[src/rtl/decode_stage_if.sv]
`default_nettype none
// ============================================================================
// Module  : decode_stage_if
// Brief   : Upstream instruction handshake and downstream decoded bundle
//           for the MIPS decode stage.
// Revision: 1.0  initial release
// ============================================================================
interface decode_stage_if #(
    parameter int PC_W      = 32,
    parameter int IMM_W     = 32,
    parameter int ALU_CTR_W = 4
);
    logic                 in_valid;
    logic                 in_ready;
    logic [31:0]          in_instr;
    logic [PC_W-1:0]      in_pc;

    logic                 out_valid;
    logic                 out_ready;
    logic [4:0]           rs;
    logic [4:0]           rt;
    logic [4:0]           rd;
    logic [4:0]           shamt;
    logic [IMM_W-1:0]     imm_ext;
    logic                 reg_dst;
    logic                 reg_write;
    logic                 mem_read;
    logic                 mem_write;
    logic                 jump;
    logic                 branch;
    logic                 alu_src;
    logic                 illegal;
    logic [ALU_CTR_W-1:0] alu_ctr;
    logic [PC_W-1:0]      branch_target;
    logic [PC_W-1:0]      jump_target;

    // Stage side
    modport slave (
        input  in_valid, in_instr, in_pc, out_ready,
        output in_ready, out_valid, rs, rt, rd, shamt, imm_ext,
               reg_dst, reg_write, mem_read, mem_write, jump, branch,
               alu_src, illegal, alu_ctr, branch_target, jump_target
    );

    // Fetch / execute side
    modport master (
        output in_valid, in_instr, in_pc, out_ready,
        input  in_ready, out_valid, rs, rt, rd, shamt, imm_ext,
               reg_dst, reg_write, mem_read, mem_write, jump, branch,
               alu_src, illegal, alu_ctr, branch_target, jump_target
    );
endinterface
`default_nettype wire

[src/rtl/decode_stage.sv]
`default_nettype none
// ============================================================================
// Module  : decode_stage
// Brief   : Registered MIPS decode stage with valid/ready handshake, flush,
//           load-use bubble insertion and illegal-opcode flag.
// Revision: 1.0  initial release
// ============================================================================
module decode_stage #(
    parameter int PC_W      = 32,
    parameter int IMM_W     = 32,
    parameter int ALU_CTR_W = 4,
    parameter int HAZARD_EN = 1
) (
    input  wire logic       clk,
    input  wire logic       rst,
    input  wire logic       flush,
    decode_stage_if.slave   bus
);
    localparam logic [5:0] c_OP_RTYPE = 6'b000000;
    localparam logic [5:0] c_OP_J     = 6'b000010;
    localparam logic [5:0] c_OP_BEQ   = 6'b000100;
    localparam logic [5:0] c_OP_ADDI  = 6'b001000;
    localparam logic [5:0] c_OP_ANDI  = 6'b001100;
    localparam logic [5:0] c_OP_ORI   = 6'b001101;
    localparam logic [5:0] c_OP_LW    = 6'b100011;
    localparam logic [5:0] c_OP_SW    = 6'b101011;

    localparam logic [5:0] c_FN_ADD   = 6'b100000;
    localparam logic [5:0] c_FN_ADDU  = 6'b100001;
    localparam logic [5:0] c_FN_SUB   = 6'b100010;
    localparam logic [5:0] c_FN_SUBU  = 6'b100011;
    localparam logic [5:0] c_FN_AND   = 6'b100100;
    localparam logic [5:0] c_FN_OR    = 6'b100101;
    localparam logic [5:0] c_FN_NOR   = 6'b100111;
    localparam logic [5:0] c_FN_SLT   = 6'b101010;

    logic [5:0]  w_op;
    logic [5:0]  w_funct;
    logic [4:0]  w_rs;
    logic [4:0]  w_rt;
    logic [15:0] w_imm16;

    assign w_op    = bus.in_instr[31:26];
    assign w_funct = bus.in_instr[5:0];
    assign w_rs    = bus.in_instr[25:21];
    assign w_rt    = bus.in_instr[20:16];
    assign w_imm16 = bus.in_instr[15:0];

    logic [3:0] w_alu4;
    logic       w_reg_dst, w_reg_write, w_mem_read, w_mem_write;
    logic       w_jump, w_branch, w_alu_src, w_illegal, w_zext, w_uses_rt;

    always_comb begin
        w_alu4      = 4'b0000;
        w_reg_dst   = 1'b0;
        w_reg_write = 1'b0;
        w_mem_read  = 1'b0;
        w_mem_write = 1'b0;
        w_jump      = 1'b0;
        w_branch    = 1'b0;
        w_alu_src   = 1'b0;
        w_illegal   = 1'b0;
        w_zext      = 1'b0;
        w_uses_rt   = 1'b0;
        case (w_op)
            c_OP_RTYPE: begin
                w_uses_rt   = 1'b1;
                w_reg_dst   = 1'b1;
                w_reg_write = 1'b1;
                case (w_funct)
                    c_FN_ADD, c_FN_ADDU: w_alu4 = 4'b0000;
                    c_FN_SUB, c_FN_SUBU: w_alu4 = 4'b0001;
                    c_FN_AND:            w_alu4 = 4'b1001;
                    c_FN_OR:             w_alu4 = 4'b1010;
                    c_FN_NOR:            w_alu4 = 4'b1100;
                    c_FN_SLT:            w_alu4 = 4'b0111;
                    default: begin
                        w_illegal   = 1'b1;
                        w_reg_dst   = 1'b0;
                        w_reg_write = 1'b0;
                    end
                endcase
            end
            c_OP_ADDI: begin
                w_reg_write = 1'b1;
                w_alu_src   = 1'b1;
            end
            c_OP_ANDI: begin
                w_alu4      = 4'b1001;
                w_zext      = 1'b1;
                w_reg_write = 1'b1;
                w_alu_src   = 1'b1;
            end
            c_OP_ORI: begin
                w_alu4      = 4'b1010;
                w_zext      = 1'b1;
                w_reg_write = 1'b1;
                w_alu_src   = 1'b1;
            end
            c_OP_LW: begin
                w_mem_read  = 1'b1;
                w_reg_write = 1'b1;
                w_alu_src   = 1'b1;
            end
            c_OP_SW: begin
                w_uses_rt   = 1'b1;
                w_mem_write = 1'b1;
                w_alu_src   = 1'b1;
            end
            c_OP_BEQ: begin
                w_uses_rt   = 1'b1;
                w_alu4      = 4'b0001;
                w_branch    = 1'b1;
            end
            c_OP_J:  w_jump    = 1'b1;
            default: w_illegal = 1'b1;
        endcase
    end

    logic [IMM_W-1:0] w_imm_sext;
    logic [IMM_W-1:0] w_imm_zext;
    logic [PC_W-1:0]  w_pc4;
    logic [PC_W-1:0]  w_boff;
    logic [PC_W-1:0]  w_branch_target;
    logic [PC_W-1:0]  w_jump_target;

    assign w_imm_sext      = IMM_W'($signed(w_imm16));
    assign w_imm_zext      = IMM_W'(w_imm16);
    assign w_pc4           = bus.in_pc + PC_W'(4);
    assign w_boff          = PC_W'($signed({w_imm16, 2'b00}));
    assign w_branch_target = w_pc4 + w_boff;

    // With a 28-bit PC there are no region bits left to carry over.
    generate
        if (PC_W > 28) begin : g_jt_region
            assign w_jump_target = {w_pc4[PC_W-1:28], bus.in_instr[25:0], 2'b00};
        end else begin : g_jt_flat
            assign w_jump_target = {bus.in_instr[25:0], 2'b00};
        end
    endgenerate

    logic                 r_out_valid;
    logic [4:0]           r_rs, r_rt, r_rd, r_shamt;
    logic [IMM_W-1:0]     r_imm_ext;
    logic                 r_reg_dst, r_reg_write, r_mem_read, r_mem_write;
    logic                 r_jump, r_branch, r_alu_src, r_illegal;
    logic [ALU_CTR_W-1:0] r_alu_ctr;
    logic [PC_W-1:0]      r_branch_target, r_jump_target;

    logic w_slot_free;
    logic w_hazard;
    logic w_accept;

    // A held load whose destination is read by the incoming instruction.
    assign w_hazard = (HAZARD_EN != 0) && r_out_valid && r_mem_read &&
                      (r_rt != 5'd0) && bus.in_valid &&
                      ((w_rs == r_rt) || (w_uses_rt && (w_rt == r_rt)));

    assign w_slot_free  = !r_out_valid || bus.out_ready;
    assign bus.in_ready = w_slot_free && !w_hazard && !flush;
    assign w_accept     = bus.in_valid && bus.in_ready;

    always_ff @(posedge clk or posedge rst) begin
        if (rst) begin
            r_out_valid     <= 1'b0;
            r_rs            <= '0;
            r_rt            <= '0;
            r_rd            <= '0;
            r_shamt         <= '0;
            r_imm_ext       <= '0;
            r_reg_dst       <= 1'b0;
            r_reg_write     <= 1'b0;
            r_mem_read      <= 1'b0;
            r_mem_write     <= 1'b0;
            r_jump          <= 1'b0;
            r_branch        <= 1'b0;
            r_alu_src       <= 1'b0;
            r_illegal       <= 1'b0;
            r_alu_ctr       <= '0;
            r_branch_target <= '0;
            r_jump_target   <= '0;
        end else if (flush) begin
            r_out_valid <= 1'b0;
        end else if (w_accept) begin
            r_out_valid     <= 1'b1;
            r_rs            <= w_rs;
            r_rt            <= w_rt;
            r_rd            <= bus.in_instr[15:11];
            r_shamt         <= bus.in_instr[10:6];
            r_imm_ext       <= w_zext ? w_imm_zext : w_imm_sext;
            r_reg_dst       <= w_reg_dst;
            r_reg_write     <= w_reg_write;
            r_mem_read      <= w_mem_read;
            r_mem_write     <= w_mem_write;
            r_jump          <= w_jump;
            r_branch        <= w_branch;
            r_alu_src       <= w_alu_src;
            r_illegal       <= w_illegal;
            r_alu_ctr       <= ALU_CTR_W'(w_alu4);
            r_branch_target <= w_branch_target;
            r_jump_target   <= w_jump_target;
        end else if (bus.out_ready) begin
            r_out_valid <= 1'b0;
        end
    end

    assign bus.out_valid     = r_out_valid;
    assign bus.rs            = r_rs;
    assign bus.rt            = r_rt;
    assign bus.rd            = r_rd;
    assign bus.shamt         = r_shamt;
    assign bus.imm_ext       = r_imm_ext;
    assign bus.reg_dst       = r_reg_dst;
    assign bus.reg_write     = r_reg_write;
    assign bus.mem_read      = r_mem_read;
    assign bus.mem_write     = r_mem_write;
    assign bus.jump          = r_jump;
    assign bus.branch        = r_branch;
    assign bus.alu_src       = r_alu_src;
    assign bus.illegal       = r_illegal;
    assign bus.alu_ctr       = r_alu_ctr;
    assign bus.branch_target = r_branch_target;
    assign bus.jump_target   = r_jump_target;
endmodule
`default_nettype wire

[src/flat_wrapper.sv]
// flat-port wrapper written by rule: the top's interface ports become plain ports
module decode_stage_flat 
#(
    parameter int PC_W      = 32,
    parameter int IMM_W     = 32,
    parameter int ALU_CTR_W = 4,
    parameter int HAZARD_EN = 1
)
  (clk, rst, flush, bus_in_valid, bus_in_instr, bus_in_pc, bus_out_ready, bus_in_ready, bus_out_valid, bus_rs, bus_rt, bus_rd, bus_shamt, bus_imm_ext, bus_reg_dst, bus_reg_write, bus_mem_read, bus_mem_write, bus_jump, bus_branch, bus_alu_src, bus_illegal, bus_alu_ctr, bus_branch_target, bus_jump_target);
  decode_stage_if #(.PC_W(PC_W), .IMM_W(IMM_W), .ALU_CTR_W(ALU_CTR_W)) bus_i ();
  input  wire logic clk;
  input  wire logic rst;
  input  wire logic flush;
  input wire logic [$bits(bus_i.in_valid)-1:0] bus_in_valid;
  input wire logic [$bits(bus_i.in_instr)-1:0] bus_in_instr;
  input wire logic [$bits(bus_i.in_pc)-1:0] bus_in_pc;
  input wire logic [$bits(bus_i.out_ready)-1:0] bus_out_ready;
  output wire logic [$bits(bus_i.in_ready)-1:0] bus_in_ready;
  output wire logic [$bits(bus_i.out_valid)-1:0] bus_out_valid;
  output wire logic [$bits(bus_i.rs)-1:0] bus_rs;
  output wire logic [$bits(bus_i.rt)-1:0] bus_rt;
  output wire logic [$bits(bus_i.rd)-1:0] bus_rd;
  output wire logic [$bits(bus_i.shamt)-1:0] bus_shamt;
  output wire logic [$bits(bus_i.imm_ext)-1:0] bus_imm_ext;
  output wire logic [$bits(bus_i.reg_dst)-1:0] bus_reg_dst;
  output wire logic [$bits(bus_i.reg_write)-1:0] bus_reg_write;
  output wire logic [$bits(bus_i.mem_read)-1:0] bus_mem_read;
  output wire logic [$bits(bus_i.mem_write)-1:0] bus_mem_write;
  output wire logic [$bits(bus_i.jump)-1:0] bus_jump;
  output wire logic [$bits(bus_i.branch)-1:0] bus_branch;
  output wire logic [$bits(bus_i.alu_src)-1:0] bus_alu_src;
  output wire logic [$bits(bus_i.illegal)-1:0] bus_illegal;
  output wire logic [$bits(bus_i.alu_ctr)-1:0] bus_alu_ctr;
  output wire logic [$bits(bus_i.branch_target)-1:0] bus_branch_target;
  output wire logic [$bits(bus_i.jump_target)-1:0] bus_jump_target;
  assign bus_i.in_valid = bus_in_valid;
  assign bus_i.in_instr = bus_in_instr;
  assign bus_i.in_pc = bus_in_pc;
  assign bus_i.out_ready = bus_out_ready;
  assign bus_in_ready = bus_i.in_ready;
  assign bus_out_valid = bus_i.out_valid;
  assign bus_rs = bus_i.rs;
  assign bus_rt = bus_i.rt;
  assign bus_rd = bus_i.rd;
  assign bus_shamt = bus_i.shamt;
  assign bus_imm_ext = bus_i.imm_ext;
  assign bus_reg_dst = bus_i.reg_dst;
  assign bus_reg_write = bus_i.reg_write;
  assign bus_mem_read = bus_i.mem_read;
  assign bus_mem_write = bus_i.mem_write;
  assign bus_jump = bus_i.jump;
  assign bus_branch = bus_i.branch;
  assign bus_alu_src = bus_i.alu_src;
  assign bus_illegal = bus_i.illegal;
  assign bus_alu_ctr = bus_i.alu_ctr;
  assign bus_branch_target = bus_i.branch_target;
  assign bus_jump_target = bus_i.jump_target;
  decode_stage #(.PC_W(PC_W), .IMM_W(IMM_W), .ALU_CTR_W(ALU_CTR_W), .HAZARD_EN(HAZARD_EN)) u_core (.clk(clk), .rst(rst), .flush(flush), .bus(bus_i));
endmodule
[config.mk]
export PLATFORM = sky130hd
export DESIGN_NAME = decode_stage_flat
export DESIGN_NICKNAME = d
export VERILOG_FILES = /design/src/rtl/decode_stage_if.sv /design/src/rtl/decode_stage.sv /design/src/flat_wrapper.sv
export SDC_FILE = /design/constraint.sdc
export NUM_CORES = 1
export LEC_CHECK = 0
export BUFFER_PORTS_ARGS = -buffer_cell sky130_fd_sc_hd__buf_2
export CORE_ASPECT_RATIO = 0.75
export CORE_MARGIN = 2
export CORE_UTILIZATION = 41
export CTS_CLUSTER_DIAMETER = 30
export DETAILED_ROUTE_END_ITERATION = 6
export PLACE_DENSITY_LB_ADDON = 0.2
export SLEW_MARGIN = 40
export SYNTH_ARGS = -nofsm -noshare
export SYNTH_HDL_FRONTEND = slang
export SYNTH_SLANG_ARGS = --single-unit
[constraint.sdc]
create_clock -name clk -period 2.6 [get_ports clk]
set_input_delay 0.13 -clock clk [delete_from_list [all_inputs] [get_ports clk]]
set_output_delay 0.13 -clock clk [all_outputs]
set_load 0.01 [all_outputs]
Word-level counts from Yosys, hierarchy flattened

Index checks and enable logic that the tools add are counted.

Register bits after elaboration: 127
Input port bits: 69
Logic and storage cells: 79
Output and inout bits: 130

Multiplexer cells: 18
Equal/unequal tests: 17
Reduce and logical (&&, ||, !) cells: 24
$add $sub $neg: 2
Bitwise operators: 1

Operators with widths:

| kind                  | number |
|---|---|
| $eq 6x6->1 const B    | 10 |
| $add 32x3->32 const B | 1 |
| $add 32x32->32        | 1 |
| $mux 32               | 1 |
| $pmux 4 s5            | 1 |
| $eq 6x4->1 const B    | 3 |
| $pmux 4 s4            | 1 |
| $mux 1                | 13 |
| $eq 5x5->1            | 2 |
| $logic_and 1x1->1     | 8 |
| $reduce_or 8->1       | 1 |
| $reduce_or 7->1       | 1 |
| $eq 6x2->1 const B    | 1 |
| $eq 6x3->1 const B    | 1 |
| $logic_not 6->1       | 1 |
| $reduce_bool 5->1     | 1 |
| $reduce_or 5->1       | 1 |
| $pmux 1 s2            | 2 |
| $reduce_or 2->1       | 2 |
| $reduce_or 4->1       | 1 |
| $logic_not 1->1       | 3 |
| $reduce_bool 3->1     | 1 |
| $reduce_or 3->1       | 1 |
| $logic_or 1x1->1      | 2 |
| 2 further kinds       | 2 |

Logic depth before layout (Yosys ltp)

Depth after elaboration: 12
Depth in mapped cells: 15

Least setup slack after synthesis

No wires, ideal clock.

Kind: input -> register
From: input bus_in_pc[2]
To: register u_core.r_branch_target[31] (netlist: u_core.bus.branch_target[31])
Required time: 2.472 ns
Arrival time: 3.117 ns
Library setup time: 0.128 ns
Slack: -0.645 ns
Stages: 15
Buffers on the path: 0
Cells stage by stage: ha_1 nand4_1 nor3_1 and3_1 nand2b_1 nor3_1 xor2_1 ha_1 a21o_1 and3_1 a2111oi_0 nand3_1 o221ai_1 xnor2_1 o21ai_0

Cells in the longest elaborated chain, start to end: 2

Ends and longest elaborated chain:

| element                    | line                | RTL |
|---|---|---|
| start: declaration         | flat_wrapper.sv:16  | `input wire logic [$bits(bus_i.in_pc)-1:0] bus_in_pc;` |
| $add 32x3->32              | decode_stage.sv:129 | `assign w_pc4 = bus.in_pc + PC_W'(4);` |
| named net u_core.w_pc4[28] | decode_stage.sv:122 | `logic [PC_W-1:0] w_pc4;` |
| $add 32x32->32             | decode_stage.sv:131 | `assign w_branch_target = w_pc4 + w_boff;` |
| end signal: assignment     | decode_stage.sv:200 | `r_branch_target <= w_branch_target;` |
| end: declaration           | decode_stage.sv:148 | `logic [PC_W-1:0] r_branch_target, r_jump_target;` |

The timed path passes the listed nets, and every way through them passes these cells.
A chain may end at the register's enable or synchronous reset.

Worst setup path in the final report

Ends and elaborated chain as after synthesis.

==> flow_summary.json <==
{
  "yosys.area.top_type": "dfrtp_1",
  "drtPass1Iterations": 5,
  "port_buffers": 196,
  "crit_arrival_ns": 2.92,
  "hold_class": "primary input to register",
  "yosys-top-cells-area": "dfrtp_1 (33%), nand2_1 (11%), ha_1 (7.1%), buf_4 (6.9%), xnor2_1 (5.5%)",
  "syn_to_final_growth_pct": 48.1,
  "drv_slew": 0,
  "ys_seq_elements": 76,
  "insertion_delay_ns": 0.35,
  "nets": 1101,
  "cts_tree": "built",
  "max_freq_mhz": 374,
  "critPathLaunchType": "primary input",
  "internal-power_mw": 3.19,
  "ys.flop_type": "dfrtp_1",
  "drive_above_1_share_pct": 44.9,
  "netlist.area_leader.share_pct": 32.5,
  "outcome": "complete, but fails checks",
  "layout_min_cycle_time_ns": 2.68,
  "grt_max_degree": 44,
  "power.density_nw_per_um2": 556,
  "clkPwrFrac_pct": 31.0,
  "drtIter0Drc": 227,
  "crit_path_end": "u_core.bus.branch_target[31]$_DFFE_PP0P_",
  "swShare_pct": 33.8,
  "cts_root_buf": "clkbuf_16",
  "fin_crit_sh_pct": 103,
  "clkSlewWorstSetupHoldPaths_ns": 0.06,
  "cts_buffers": 9,
  "combPwrFrac_pct": 37.3,
  "rsz0062_at_grt": "yes",
  "seqPwrFrac_pct": 31.8,
  "r2r-start": "u_core.bus.rt[2]$_DFFE_PP0P_",
  "switchingPower_mw": 1.63,
  "crit_type": "primary input to register",
  "n_fill_cell": 1228,
  "timing_worst_slew_pin_value_ns": 0.542,
  "startpoint": "bus_in_pc[2]",
  "relSlewSlack_pct": 63.8,
  "reg2reg_depth": 7,
  "synth_most_common_cell": "nand2_1",
  "grt_pass1_wl_um": 26700,
  "maxCapViolCount": 0,
  "finalClockSkew_ns": 0.00481,
  "rrSetupSlack_ns": 0.35,
  "synthDistinctLibCells": 70,
  "cp.required_ns": 2.84,
  "wl_per_cell_um": 14.6,
  "worstReg2RegEnd": "u_core.bus.branch_target[23]$_DFFE_PP0P_",
  "start_util_pct": 42.3,
  "crit_fanout": 4,
  "die_h_um": 107,
  "grt_pass1_vias": 5447,
  "via_count": 5820,
  "antenna_cells": 0,
  "die_x_um": 142,
  "io_pins": 199,
  "grt-ovfl-total": 0,
  "ant_nets": 0,
  "cts_htree_levels": 3,
  "via_per_inst": 4.94,
  "avgSynthCellArea_um2": 8.20,
  "dp_hpwl_um": 12900,
  "synthesis.area_um2": 5850,
  "failed_checks": "setup timing",
  "endpoint_kind": "register",
  "synth_edf_count": 0,
  "drc": 0,
  "row_count": 37,
  "antenna_found_initial": 0,
  "setup-violations-final": 7,
  "async_reset_ff_share_pct": 100,
  "ir_worst_vdd_mv": 0.564,
  "synthesis.instances": 713,
  "p_leak_nw": 4.34,
  "die_area_um2": 15200,
  "p_total_mw": 4.82,
  "yosysSeqAreaShare_pct": 32.5,
  "synth_commonest_cells": "nand2_1 (174), dfrtp_1 (76), buf_4 (54)",
  "core_area_um2": 13800,
  "fin_ws_ns": -0.0772,
  "synth_warnings": 0,
  "place.gp.congestion": 0.919,
  "track_usage_pct": 22.1,
  "dp_slack_ns": -0.624,
  "tns_ns": -0.225,
  "cts_sinks": 76,
  "hold_violations": 0,
  "clockBufferDepth": 2,
  "post-route-util_pct": 62.6,
  "drt_wl_total_um": 17200
}
==> cells by family after synthesis <==
kind of cell	count (synthesis)	share of synthesized area, %
compound gates	138	15.3
xor+xnor	64	9.82
fa+ha+maj	34	7.40
buf+inv	92	10.6
flops	76	32.5
mux	5	0.941
other cells	1	0.0641
simple gates	303	23.4
==> power groups by stage <==
stage	Sequential (mW)	Clock, mW	Combinational, mW
floorplan	1.64	0	0.922
global placement	1.54	0	1.64
detailed placement	1.55	0	1.65
CTS	1.53	1.51	1.71
global route	1.56	1.57	1.97
finish	1.53	1.49	1.79
==> cell type report <==
class                      instances  area [µm²]  share of cell area [%]
tap                              175         219                    2.53
inverter                          13        50.0                   0.578
multi-input combinational        546        3840                    44.3
clock inverter                     7         121                    1.40
clock buffer                       9         225                    2.60
sequential                        76        1900                    21.9
timing repair buffer             352        2310                    26.7
==> state kept, by name, summed over array words and instances, names as in the netlist, 4 cells and up <==
signal,cells
u_core.bus.branch_target,32
u_core.bus.alu_ctr,4
u_core.bus.imm_ext,17
u_core.bus.jump_target,6
u_core.bus.rs,4
u_core.bus.rt,4
==> worst min-delay path by stage <==
stage,startpoint,end,slack (ns),cells past startpoint
detailed placement,rst,u_core.bus.jump_target[29]$_DFFE_PP0P_,0.19,2
CTS,bus_in_instr[21],u_core.bus.rs[0]$_DFFE_PP0P_,0.0008,3
global route,bus_in_instr[25],u_core.bus.jump_target[27]$_DFFE_PP0P_,0.01,3
finish,bus_in_instr[7],u_core.bus.imm_ext[7]$_DFFE_PP0P_,0.007,3
floorplan,bus_in_instr[30],u_core.bus.jump$_DFFE_PP0P_,0.23,1
global placement,rst,u_core.bus.jump_target[30]$_DFFE_PP0P_,0.19,2
==> placed cells by master, fill, tap and decap left out, types with 4 or more instances in the layout <==
cell type	count
and3_1	4
nor2_1	29
dfrtp_1	76
o211ai_1	4
nand4_1	7
nand3_1	20
and3_4	4
clkbuf_16	9
inv_1	12
xnor2_1	32
nor2_2	4
nand2_1	168
dlygate4sd3_1	11
xor2_1	24
buf_6	16
o21ai_1	22
nor3_1	7
o21ai_0	32
a31oi_1	6
nand2_2	5
nand3_4	4
buf_4	131
nand2b_1	7
buf_2	189
a21o_1	6
ha_1	26
or2_2	4
a21oi_2	8
a21oi_1	22
ha_4	5
and2_1	4
==> layer usage <==
metal  global-route usage, %  routed length, µm  vias to the layer above
met2                    33.8               7540                      186
li1                        -                  -                     2955
met4                    5.50                242                        0
met3                    4.31                824                       20
met5                       0                  0                        -
met1                    32.2               8590                     2659
==> critical path, stage by stage <==
cell       delay [ns]
buf_8            0.08
ha_4             0.12
nand4_1          0.12
nor3_2           0.21
and3_4           0.26
nand2b_4         0.10
nor3_4           0.18
xor2_2           0.23
ha_4             0.24
a21o_1           0.17
and3_4           0.20
a2111oi_4        0.33
nand3_1          0.14
o221ai_2         0.19
xnor2_1          0.13
o21ai_1          0.08
==> stage by stage <==
| step | area [µm²] | hold WS (ns) | cells |
|---|---|---|---|
| after global routing | 8660 | 0.0108 | 1178 |
| after global placement | 7550 | 0.189 | 1133 |
| final | 8660 | 0.00652 | 1178 |
| after detailed placement | 7550 | 0.190 | 1133 |
| after CTS | 8210 | 0.000818 | 1166 |
| after floorplan | 5940 | 0.226 | 714 |
==> timing repair <==
action / 4_1_cts / 5_1_grt
pin swaps: 24 / 57
resized for setup: 32 / 74
hold buffers: 11 / 0
buffers inserted: 6 / 12
hold endpoints to repair: 37 / 0
endpoints found under the setup margin: 6 / 14
(Power assumes the default switching activity.)
